**src/rtl/mem_pkg.sv**
```systemverilog
// Shared types, default widths and helpers for the two-requester memory arbiter.
// Imported by the interface, the arbiter top and its grant sub-module.
package mem_pkg;

    localparam int unsigned DefDataWidth = 32;
    localparam int unsigned DefAddrWidth = 5;
    localparam int unsigned DefRdTimeout = 15;

    typedef enum logic [1:0] {
        IDLE    = 2'd0,
        ISSUE   = 2'd1,
        RD_WAIT = 2'd2
    } state_t;

    function automatic logic [1:0] idx_onehot(input logic idx);
        return idx ? 2'b10 : 2'b01;
    endfunction

endpackage

```
**src/rtl/mem_arbiter_if.sv**
```systemverilog
// Requester and memory-side signals of the arbiter, bundled with directional views.
// slave = arbiter view, master = the environment driving requesters and memory.
interface mem_arbiter_if
    import mem_pkg::*;
#(
    parameter int unsigned Data_Width = DefDataWidth,
    parameter int unsigned Addr_Width = DefAddrWidth
) ();

    logic [1:0]              Req_Valid;
    logic [1:0]              Req_Ready;
    logic [1:0]              Req_Wr;
    logic [2*Addr_Width-1:0] Req_Addr;
    logic [2*Data_Width-1:0] Req_Data;

    logic [1:0]              Rsp_Valid;
    logic [1:0]              Rsp_Err;
    logic [Data_Width-1:0]   Rsp_Data;

    logic                    Mem_Wr_En;
    logic                    Mem_Rd_En;
    logic [Addr_Width-1:0]   Mem_Address;
    logic [Data_Width-1:0]   Mem_Data_in;
    logic [Data_Width-1:0]   Mem_Data_out;
    logic                    Mem_Valid_out;

    modport slave (
        input  Req_Valid, Req_Wr, Req_Addr, Req_Data, Mem_Data_out, Mem_Valid_out,
        output Req_Ready, Rsp_Valid, Rsp_Err, Rsp_Data,
        output Mem_Wr_En, Mem_Rd_En, Mem_Address, Mem_Data_in
    );

    modport master (
        output Req_Valid, Req_Wr, Req_Addr, Req_Data, Mem_Data_out, Mem_Valid_out,
        input  Req_Ready, Rsp_Valid, Rsp_Err, Rsp_Data,
        input  Mem_Wr_En, Mem_Rd_En, Mem_Address, Mem_Data_in
    );

endinterface

```
**src/rtl/rr_arbiter2.sv**
```systemverilog
// Two-way round-robin grant: a lone request wins outright; on conflict the
// requester that was not granted last wins. Output is one-hot or zero.
module rr_arbiter2 (
    input  logic [1:0] request,
    input  logic       last,
    output logic [1:0] grant
);

    always_comb begin
        grant = 2'b00;
        unique case (request)
            2'b01:   grant = 2'b01;
            2'b10:   grant = 2'b10;
            2'b11:   grant = last ? 2'b01 : 2'b10;
            default: grant = 2'b00;
        endcase
    end

endmodule

```
**src/rtl/mem_arbiter.sv**
```systemverilog
// Two-requester round-robin arbiter in front of a single-port memory with a
// bounded read wait; exactly one command is in flight at a time.
module mem_arbiter
    import mem_pkg::*;
#(
    parameter int unsigned Data_Width = DefDataWidth,
    parameter int unsigned Addr_Width = DefAddrWidth,
    parameter int unsigned Rd_Timeout = DefRdTimeout
) (
    input logic          CLK,
    input logic          Rst,
    mem_arbiter_if.slave bus
);

    localparam int unsigned CntWidth = $clog2(Rd_Timeout + 1);

    state_t                state_q;
    logic                  last_q;
    logic                  gnt_idx_q;
    logic                  wr_q;
    logic [Addr_Width-1:0] addr_q;
    logic [Data_Width-1:0] data_q;
    logic                  mem_wr_en_q;
    logic                  mem_rd_en_q;
    logic [1:0]            rsp_valid_q;
    logic [1:0]            rsp_err_q;
    logic [Data_Width-1:0] rsp_data_q;
    logic [CntWidth-1:0]   cnt_q;

    logic [1:0]            grant;
    logic [1:0]            req_ready;
    logic                  handshake;
    logic                  sel_idx;
    logic                  sel_wr;
    logic [Addr_Width-1:0] sel_addr;
    logic [Data_Width-1:0] sel_data;

    rr_arbiter2 u_rr (
        .request (bus.Req_Valid),
        .last    (last_q),
        .grant   (grant)
    );

    // Ready is combinational from the grant, but held low while reset is asserted.
    always_comb begin
        req_ready = (state_q == IDLE && !Rst) ? grant : 2'b00;
        handshake = |(bus.Req_Valid & req_ready);
        sel_idx   = req_ready[1];
        sel_wr    = bus.Req_Wr[sel_idx];
        sel_addr  = sel_idx ? bus.Req_Addr[2*Addr_Width-1:Addr_Width]
                            : bus.Req_Addr[Addr_Width-1:0];
        sel_data  = sel_idx ? bus.Req_Data[2*Data_Width-1:Data_Width]
                            : bus.Req_Data[Data_Width-1:0];
    end

    always_ff @(posedge CLK or posedge Rst) begin
        if (Rst) begin
            state_q     <= IDLE;
            last_q      <= 1'b1;
            gnt_idx_q   <= 1'b0;
            wr_q        <= 1'b0;
            addr_q      <= '0;
            data_q      <= '0;
            mem_wr_en_q <= 1'b0;
            mem_rd_en_q <= 1'b0;
            rsp_valid_q <= 2'b00;
            rsp_err_q   <= 2'b00;
            rsp_data_q  <= '0;
            cnt_q       <= '0;
        end else begin
            rsp_valid_q <= 2'b00;
            rsp_err_q   <= 2'b00;
            unique case (state_q)
                IDLE: begin
                    if (handshake) begin
                        wr_q        <= sel_wr;
                        addr_q      <= sel_addr;
                        data_q      <= sel_data;
                        gnt_idx_q   <= sel_idx;
                        last_q      <= sel_idx;
                        mem_wr_en_q <= sel_wr;
                        mem_rd_en_q <= !sel_wr;
                        state_q     <= ISSUE;
                    end
                end
                ISSUE: begin
                    mem_wr_en_q <= 1'b0;
                    mem_rd_en_q <= 1'b0;
                    cnt_q       <= '0;
                    state_q     <= wr_q ? IDLE : RD_WAIT;
                end
                RD_WAIT: begin
                    // A return on the final counted cycle still beats the timeout.
                    if (bus.Mem_Valid_out) begin
                        rsp_data_q  <= bus.Mem_Data_out;
                        rsp_valid_q <= idx_onehot(gnt_idx_q);
                        state_q     <= IDLE;
                    end else if (cnt_q == CntWidth'(Rd_Timeout)) begin
                        rsp_data_q  <= '0;
                        rsp_valid_q <= idx_onehot(gnt_idx_q);
                        rsp_err_q   <= idx_onehot(gnt_idx_q);
                        state_q     <= IDLE;
                    end else begin
                        cnt_q <= cnt_q + CntWidth'(1);
                    end
                end
                default: state_q <= IDLE;
            endcase
        end
    end

    assign bus.Req_Ready   = req_ready;
    assign bus.Rsp_Valid   = rsp_valid_q;
    assign bus.Rsp_Err     = rsp_err_q;
    assign bus.Rsp_Data    = rsp_data_q;
    assign bus.Mem_Wr_En   = mem_wr_en_q;
    assign bus.Mem_Rd_En   = mem_rd_en_q;
    assign bus.Mem_Address = addr_q;
    assign bus.Mem_Data_in = data_q;

    a_strobe_excl: assert property (@(posedge CLK) disable iff (Rst)
        !(mem_wr_en_q && mem_rd_en_q));
    a_ready_onehot: assert property (@(posedge CLK) disable iff (Rst)
        $onehot0(req_ready));
    a_strobe_issue: assert property (@(posedge CLK) disable iff (Rst)
        (mem_wr_en_q || mem_rd_en_q) |-> state_q == ISSUE);
    a_rsp_onehot: assert property (@(posedge CLK) disable iff (Rst)
        $onehot0(rsp_valid_q));

endmodule

```
**src/flat_wrapper.sv**
```systemverilog
// flat-port wrapper written by rule: the top's interface ports become plain ports
module mem_arbiter_flat import mem_pkg::*;
#(
    parameter int unsigned Data_Width = DefDataWidth,
    parameter int unsigned Addr_Width = DefAddrWidth,
    parameter int unsigned Rd_Timeout = DefRdTimeout
)
  (CLK, Rst, bus_Req_Valid, bus_Req_Wr, bus_Req_Addr, bus_Req_Data, bus_Mem_Data_out, bus_Mem_Valid_out, bus_Req_Ready, bus_Rsp_Valid, bus_Rsp_Err, bus_Rsp_Data, bus_Mem_Wr_En, bus_Mem_Rd_En, bus_Mem_Address, bus_Mem_Data_in);
  mem_arbiter_if #(.Data_Width(Data_Width), .Addr_Width(Addr_Width)) bus_i ();
  input logic CLK;
  input logic Rst;
  input wire logic [$bits(bus_i.Req_Valid)-1:0] bus_Req_Valid;
  input wire logic [$bits(bus_i.Req_Wr)-1:0] bus_Req_Wr;
  input wire logic [$bits(bus_i.Req_Addr)-1:0] bus_Req_Addr;
  input wire logic [$bits(bus_i.Req_Data)-1:0] bus_Req_Data;
  input wire logic [$bits(bus_i.Mem_Data_out)-1:0] bus_Mem_Data_out;
  input wire logic [$bits(bus_i.Mem_Valid_out)-1:0] bus_Mem_Valid_out;
  output wire logic [$bits(bus_i.Req_Ready)-1:0] bus_Req_Ready;
  output wire logic [$bits(bus_i.Rsp_Valid)-1:0] bus_Rsp_Valid;
  output wire logic [$bits(bus_i.Rsp_Err)-1:0] bus_Rsp_Err;
  output wire logic [$bits(bus_i.Rsp_Data)-1:0] bus_Rsp_Data;
  output wire logic [$bits(bus_i.Mem_Wr_En)-1:0] bus_Mem_Wr_En;
  output wire logic [$bits(bus_i.Mem_Rd_En)-1:0] bus_Mem_Rd_En;
  output wire logic [$bits(bus_i.Mem_Address)-1:0] bus_Mem_Address;
  output wire logic [$bits(bus_i.Mem_Data_in)-1:0] bus_Mem_Data_in;
  assign bus_i.Req_Valid = bus_Req_Valid;
  assign bus_i.Req_Wr = bus_Req_Wr;
  assign bus_i.Req_Addr = bus_Req_Addr;
  assign bus_i.Req_Data = bus_Req_Data;
  assign bus_i.Mem_Data_out = bus_Mem_Data_out;
  assign bus_i.Mem_Valid_out = bus_Mem_Valid_out;
  assign bus_Req_Ready = bus_i.Req_Ready;
  assign bus_Rsp_Valid = bus_i.Rsp_Valid;
  assign bus_Rsp_Err = bus_i.Rsp_Err;
  assign bus_Rsp_Data = bus_i.Rsp_Data;
  assign bus_Mem_Wr_En = bus_i.Mem_Wr_En;
  assign bus_Mem_Rd_En = bus_i.Mem_Rd_En;
  assign bus_Mem_Address = bus_i.Mem_Address;
  assign bus_Mem_Data_in = bus_i.Mem_Data_in;
  mem_arbiter #(.Data_Width(Data_Width), .Addr_Width(Addr_Width), .Rd_Timeout(Rd_Timeout)) u_core (.CLK(CLK), .Rst(Rst), .bus(bus_i));
endmodule
```
**config.mk**
```make
export PLATFORM = sky130hd
export DESIGN_NAME = mem_arbiter_flat
export DESIGN_NICKNAME = d
export VERILOG_FILES = /design/src/rtl/mem_pkg.sv /design/src/rtl/mem_arbiter_if.sv /design/src/rtl/rr_arbiter2.sv /design/src/rtl/mem_arbiter.sv /design/src/flat_wrapper.sv
export SDC_FILE = /design/constraint.sdc
export NUM_CORES = 1
export LEC_CHECK = 0
export CORE_ASPECT_RATIO = 1.1
export CORE_MARGIN = 3
export CORE_UTILIZATION = 40
export DETAILED_ROUTE_END_ITERATION = 7
export PLACE_DENSITY = 0.85
export RECOVER_POWER = 100
export REMOVE_ABC_BUFFERS = 1
export SLEW_MARGIN = 40
export SYNTH_ARGS = -nofsm -noshare
export SYNTH_HDL_FRONTEND = slang
export SYNTH_SLANG_ARGS = --single-unit
export TNS_END_PERCENT = 5
```
**constraint.sdc**
```tcl
create_clock -name CLK -period 3.1 [get_ports CLK]
set_input_delay 0.31 -clock CLK [delete_from_list [all_inputs] [get_ports CLK]]
set_output_delay 0.31 -clock CLK [all_outputs]
set_load 0.03 [all_outputs]
```
# ---- Word-level counts from Yosys, hierarchy flattened
# Index checks and enable logic that the tools add are counted.
dict set report classes {
  add_sub_neg 1
  div 0
  n_eq_ne 10
  mux 27
  n_bitwise 1
  order_cmp 1
  n_reduce_logical 13
  multipliers 0
  shift 0
}
# op n
set ops {}
lappend ops {{32-bit 2-to-1 mux} 3}
lappend ops {{2-bit 2-to-1 mux} 12}
lappend ops {{2-bit one-hot mux with 3 select lines} 2}
lappend ops {{4-bit 2-to-1 mux} 2}
lappend ops {{4-bit one-hot mux with 2 select lines} 1}
lappend ops {{2-bit AND reduction} 4}
lappend ops {{2-bit equality test, second input constant} 3}
lappend ops {{2-bit nonzero test} 3}
lappend ops {{5-bit 2-to-1 mux} 1}
lappend ops {{4-bit by 1-bit adder with 4-bit output, second input constant} 1}
lappend ops {{2-bit by 1-bit equality test with 1-bit output, second input constant} 2}
lappend ops {{4-bit equality test, second input constant} 1}
lappend ops {{1-bit 2-to-1 mux} 4}
lappend ops {{2-bit != test, second input constant} 2}
lappend ops {{1-bit one-hot mux with 2 select lines} 2}
lappend ops {{3-bit by 2-bit != test with 1-bit output, second input constant} 1}
lappend ops {{3-bit AND reduction} 1}
lappend ops {{2-bit bitwise AND} 1}
lappend ops {{1-bit zero test} 2}
lappend ops {{2-bit zero test} 1}
lappend ops {{1-bit by 2-bit < comparator with 1-bit output, second input constant} 1}
lappend ops {{2-bit by 1-bit != test with 1-bit output, second input constant} 1}
lappend ops {{2-bit OR reduction} 1}
lappend ops {{1-bit logical AND} 1}
dict set report totals {
  inputBits 113
  ram_bits 0
  memories 0
  latchBits 0
  reg_bits 84
  mem_bits_ro 0
  out_inout_bits 77
}

# ---- Logic depth before layout (Yosys ltp)
# Gate-level depths: netlist (run 1).
dict set report logic_depth {
  word_depth 8
  mapped_depth 6
  ltp_nobuf 4
}

# ---- By module
# From an unflattened synthesis (run 1), not the netlist that was laid out.
dict set report hier_totals {
  hier_cells 334
  hier_area_um2 3691.0
}
# mod n_inst cells_per_inst area_per_inst_um2
set modules_own_cells {}
lappend modules_own_cells {mem_arbiter 1 331 3672.3}
lappend modules_own_cells {rr_arbiter2 1 3 18.8}

# ---- Worst setup path after synthesis (run 1)
# No wires, ideal clock.
dict set report synth_path {
  path_kind {reg2out}
  start {reg u_core.state_q[0]}
  end {out bus_Req_Ready[1]}
  setup_slack_ns 1.353
  n_path_buf 2
  stages_incl_launch_ff 5
  t_arrival_ns 1.437
  cell_sequence {dfrtp_1 > buf_6 > or3_4 > buf_6 > nor2_1}
}
dict set report synth_via {
  elab_chain_len 3
}
# item line
set synth_rtl {}
lappend synth_rtl {{from (decl)} mem_arbiter.sv:17} ;# state_t state_q;
lappend synth_rtl {{from (signal assigned)} mem_arbiter.sv:90} ;# state_q <= wr_q ? IDLE : RD_WAIT;
lappend synth_rtl {{2-bit zero test} mem_arbiter.sv:46} ;# req_ready = (state_q == IDLE && !Rst) ? grant : 2'b00;
lappend synth_rtl {{1-bit logical AND} mem_arbiter.sv:46}
lappend synth_rtl {{2-bit 2-to-1 mux} mem_arbiter.sv:46}
lappend synth_rtl {{to (decl)} flat_wrapper.sv:18} ;# output wire logic [$bits(bus_i.Req_Ready)-1:0] bus_Req_Ready;
# Every way passes these cells.

# ---- Final worst setup path (run 1)
dict set report layout_path {
  start {reg u_core.state_q[1]}
  end {out bus_Req_Ready[1]}
}
# The elaborated chain is that of the path after synthesis.

==> results of run 1 <==
[power by group through the flow]
stage / registers, mW / logic [mW] / clock network, mW
after floorplan: 2.77 / 0.727 / 0
after global placement: 1.89 / 2.94 / 0
after detailed placement: 1.91 / 3.00 / 0
after CTS: 1.89 / 3.02 / 0.724
after global routing: 1.93 / 3.00 / 0.756
final: 1.87 / 2.82 / 0.701
[flip-flops by register name (all words and copies together), names as in the netlist]
register and flops:
u_core.bus.Rsp_Err 2, u_core.state_q 2, u_core.bus.Mem_Data_in 32, u_core.gnt_idx_q 1, u_core.wr_q 1, u_core.bus.Mem_Wr_En 1
u_core.bus.Mem_Address 5, u_core.bus.Mem_Rd_En 1, u_core.last_q 1, u_core.cnt_q 4, u_core.bus.Rsp_Data 32, u_core.bus.Rsp_Valid 2
[synthesized netlist by cell type, drive strengths merged]
library cell | instances | area (sq um)
a21oi | 43 | 215
nor2b | 1 | 6.26
and3 | 1 | 6.26
ha | 1 | 12.5
inv | 4 | 15.0
nor3 | 3 | 31.3
o31ai | 37 | 278
o221ai | 1 | 8.76
a311oi | 1 | 8.76
nor3b | 2 | 15.0
nand3 | 1 | 5.00
o21ai | 39 | 195
clkbuf | 14 | 52.6
nor2 | 43 | 161
a21o | 1 | 7.51
o2bb2ai | 2 | 17.5
nand2 | 4 | 15.0
a21bo | 1 | 10.0
o22ai | 3 | 18.8
or2 | 1 | 6.26
buf | 19 | 153
dfrtp | 83 | 2080
a21boi | 1 | 11.3
a31oi | 2 | 12.5
and2 | 1 | 6.26
nor4 | 3 | 18.8
dfstp | 1 | 26.3
a22o | 32 | 280
or3 | 1 | 11.3
nand2b | 2 | 12.5
o221a | 1 | 11.3
and4b | 1 | 10.0
[worst paths after layout]
kind	from	end	slack [ns]	cells after the start
min in group asynchronous	Rst	u_core.bus.Mem_Data_in[0]	0.80	2
min	u_core.wr_q	u_core.state_q[1]	0.45	1
max in group asynchronous	Rst	u_core.last_q	1.43	3
min reg2reg	u_core.wr_q	u_core.state_q[1]	0.45	1
max	u_core.state_q[1]	bus_Req_Ready[1]	0.35	3
max reg2reg	u_core.cnt_q[0]	u_core.bus.Rsp_Data[30]	0.48	5
[area by class of cell]
type | count | area (sq um)
Timing Repair Buffer | 196 | 1950
Fill cell | 699 | 3170
Inverter | 4 | 16.3
Tap cell | 114 | 143
Multi-Input combinational cell | 229 | 1410
Clock inverter | 2 | 10.0
Sequential cell | 84 | 2100
Clock buffer | 12 | 165
[cells by family after synthesis]
logic type      count (synthesis)
compound gates                164
flops                          84
simple gates                   64
buf+inv                        37
fa+ha+maj                       1
[stage by stage]
stage                     utilization  cell area, sq um  hold WS (ns)
after CTS                       0.649              5820         0.454
after detailed placement        0.629              5640         0.446
final                           0.647              5800         0.453
after global placement          0.629              5640         0.440
after global routing            0.647              5800         0.470
after floorplan                     -              3510         0.382
[routing by layer]
metal	GRT usage	part of all wire	wire length, um
met1	0.260	0.39	4510
met2	0.362	0.49	5710
met3	0.0651	0.093	1070
met4	0.103	0.023	264
met5	0	0	0
==> results by group, run 1 <==
Run status
  – Status: finished with violations
  – Violated checks: max-capacitance violations, max-slew violations

Yosys
  – Synth Register Bits: 84
  – Compound-gate portion of the synthesized area: 0.289
  – Yosys cell types: 38
  – Cell Area, Synth: 3720 sq um
  – Syn_area_per_cell: between 10 and 15 sq um
  – Multiplexer area fraction after synthesis: 0
  – Post-synthesis simple-gate area fraction: 0.0822
  – Mapped Cells: 350
  – Synth warn: 0
  – XOR/XNOR share of the synthesized area: 0
  – Area share of fa/ha/maj cells after synthesis: 0.00337
  – Sequential cell area fraction in the yosys report: 0.566
  – Combinational family with the most area after synthesis: compound AO/OA/AOI/OAI gates

Place
  – Hpwl dp: a little over 8 mm
  – Routability cong.: between 0.8 and 0.9
  – Pre-CTS setup slack: 0.506 ns
  – Dpl cells: 627
  – Buffers on Ports: roughly 190

Global route
  – GRT Residual Overflow: 0
  – Vias in the first global route: 3675
  – Antenna violations before repair: 0
  – Global-route wire length before repair: 18.1 mm
  – GRT Util Overall: 0.218
  – Largest net degree at the start of global routing: 54

Pwr
  – Switch Pwr: 2.34 mW
  – PwrDens: 929 nW/um^2
  – Switching Fraction: 0.435
  – Lkg Pwr: 2.55 nW
  – Flop pwr share: 0.347
  – Power, Total: about 5.4 mW
  – Comb pwr share: 0.523
  – Maximum VDD drop: 0.516 mV
  – Internal power: 3.04 mW
  – Clock group share of total power: 0.130

Final layout
  – Commonest cells after routing, fill and taps aside: clkdlybuf4s50_1 (111), dfrtp_1 (83), dlygate4sd3_1 (78)
  – Most common cell after layout, fill and taps aside: clkdlybuf4s50_1
  – Layout Nets: 638
  – Diode count: 0
  – Proportion of layout cells with a drive suffix above 1: 0.0569
  – Non-Filler Instances: 641
  – Area Overhead vs Synth: 56.0%

Setup path
  – CP bufs+invs: 1
  – Worst-path fanout max: 40
  – CP arrival: roughly 2.4 ns
  – Top Family by Delay on Critical Path: simple AND/OR/NAND/NOR gates
  – CP endpoint kind: output pin
  – Critical path data required time: 2.79 ns
  – Crit-path slowest cell: dlygate4sd3_1
  – CP cell instances: or3_4, nor2_1, dlygate4sd3_1
  – Crit Path Category: reg2out
  – Max incr delay on CP: ~0.76 ns
  – Crit start category: register

CTS
  – Clock Latency Late Sink: 0.34 ns
  – Post_cts resized: 0
  – Cts bufs inserted: 9
  – Setup bufs post-CTS: 0
  – Reg clk slew, reported paths: 0.08 ns
  – Clock Tree Buf Depth: 2
  – CTS tree: done
  – Clock Sinks: 84
  – Htree depth: 3
  – CTS Hold Bufs: 0
  – Root buffer cell: clkbuf_8

Timing
  – Layout Skew: 0.00568 ns
  – Hold Fails Final Rpt: 0
  – Min cycle time layout: 2.75 ns
  – Setup_tns: 0 ns
  – # setup viols final: 0
  – Setup ws final: between 0.3 and 0.4 ns
  – Crit share post-route: 0.886
  – Slew @ Worst Pin: roughly 1.5 ns
  – RSZ-0062 raised after global routing: no
  – FMAX: ~360 MHz
  – Pins Over Slew Limit: 34
  – Worst rel slew slack: -0.00285

Route
  – Routed Antenna Nets: 0
  – Iteration-0 DRC Markers: 114
  – Drt drc: 0
  – Total wire length: 11.6 mm
  – Via count: 3564
  – Drt wl/cell: 18.0 um
  – Drt pass-1 iters: 4
  – Via density: 5.56

Floorplanning
  – Io pins: between 150 and 200
  – Die area: 10500 sq um
  – Chip height: 107 um
  – Row count: 36
  – Initial Util: 0.415
  – Die Wd: 97.9 um
  – Core Region: about 9000 sq um

Run
  – Max-cap violation count: 1

Worst hold path
  – Hold Path Class: reg2reg
Note: power is estimated with default switching activity, not from simulation.
==> run 2: changes to the inputs <==
- SKIP_LAST_GASP: unset -> 1
==> results of run 2 <==
No change in the layout: final DEF, timing and power equal those of run 1.
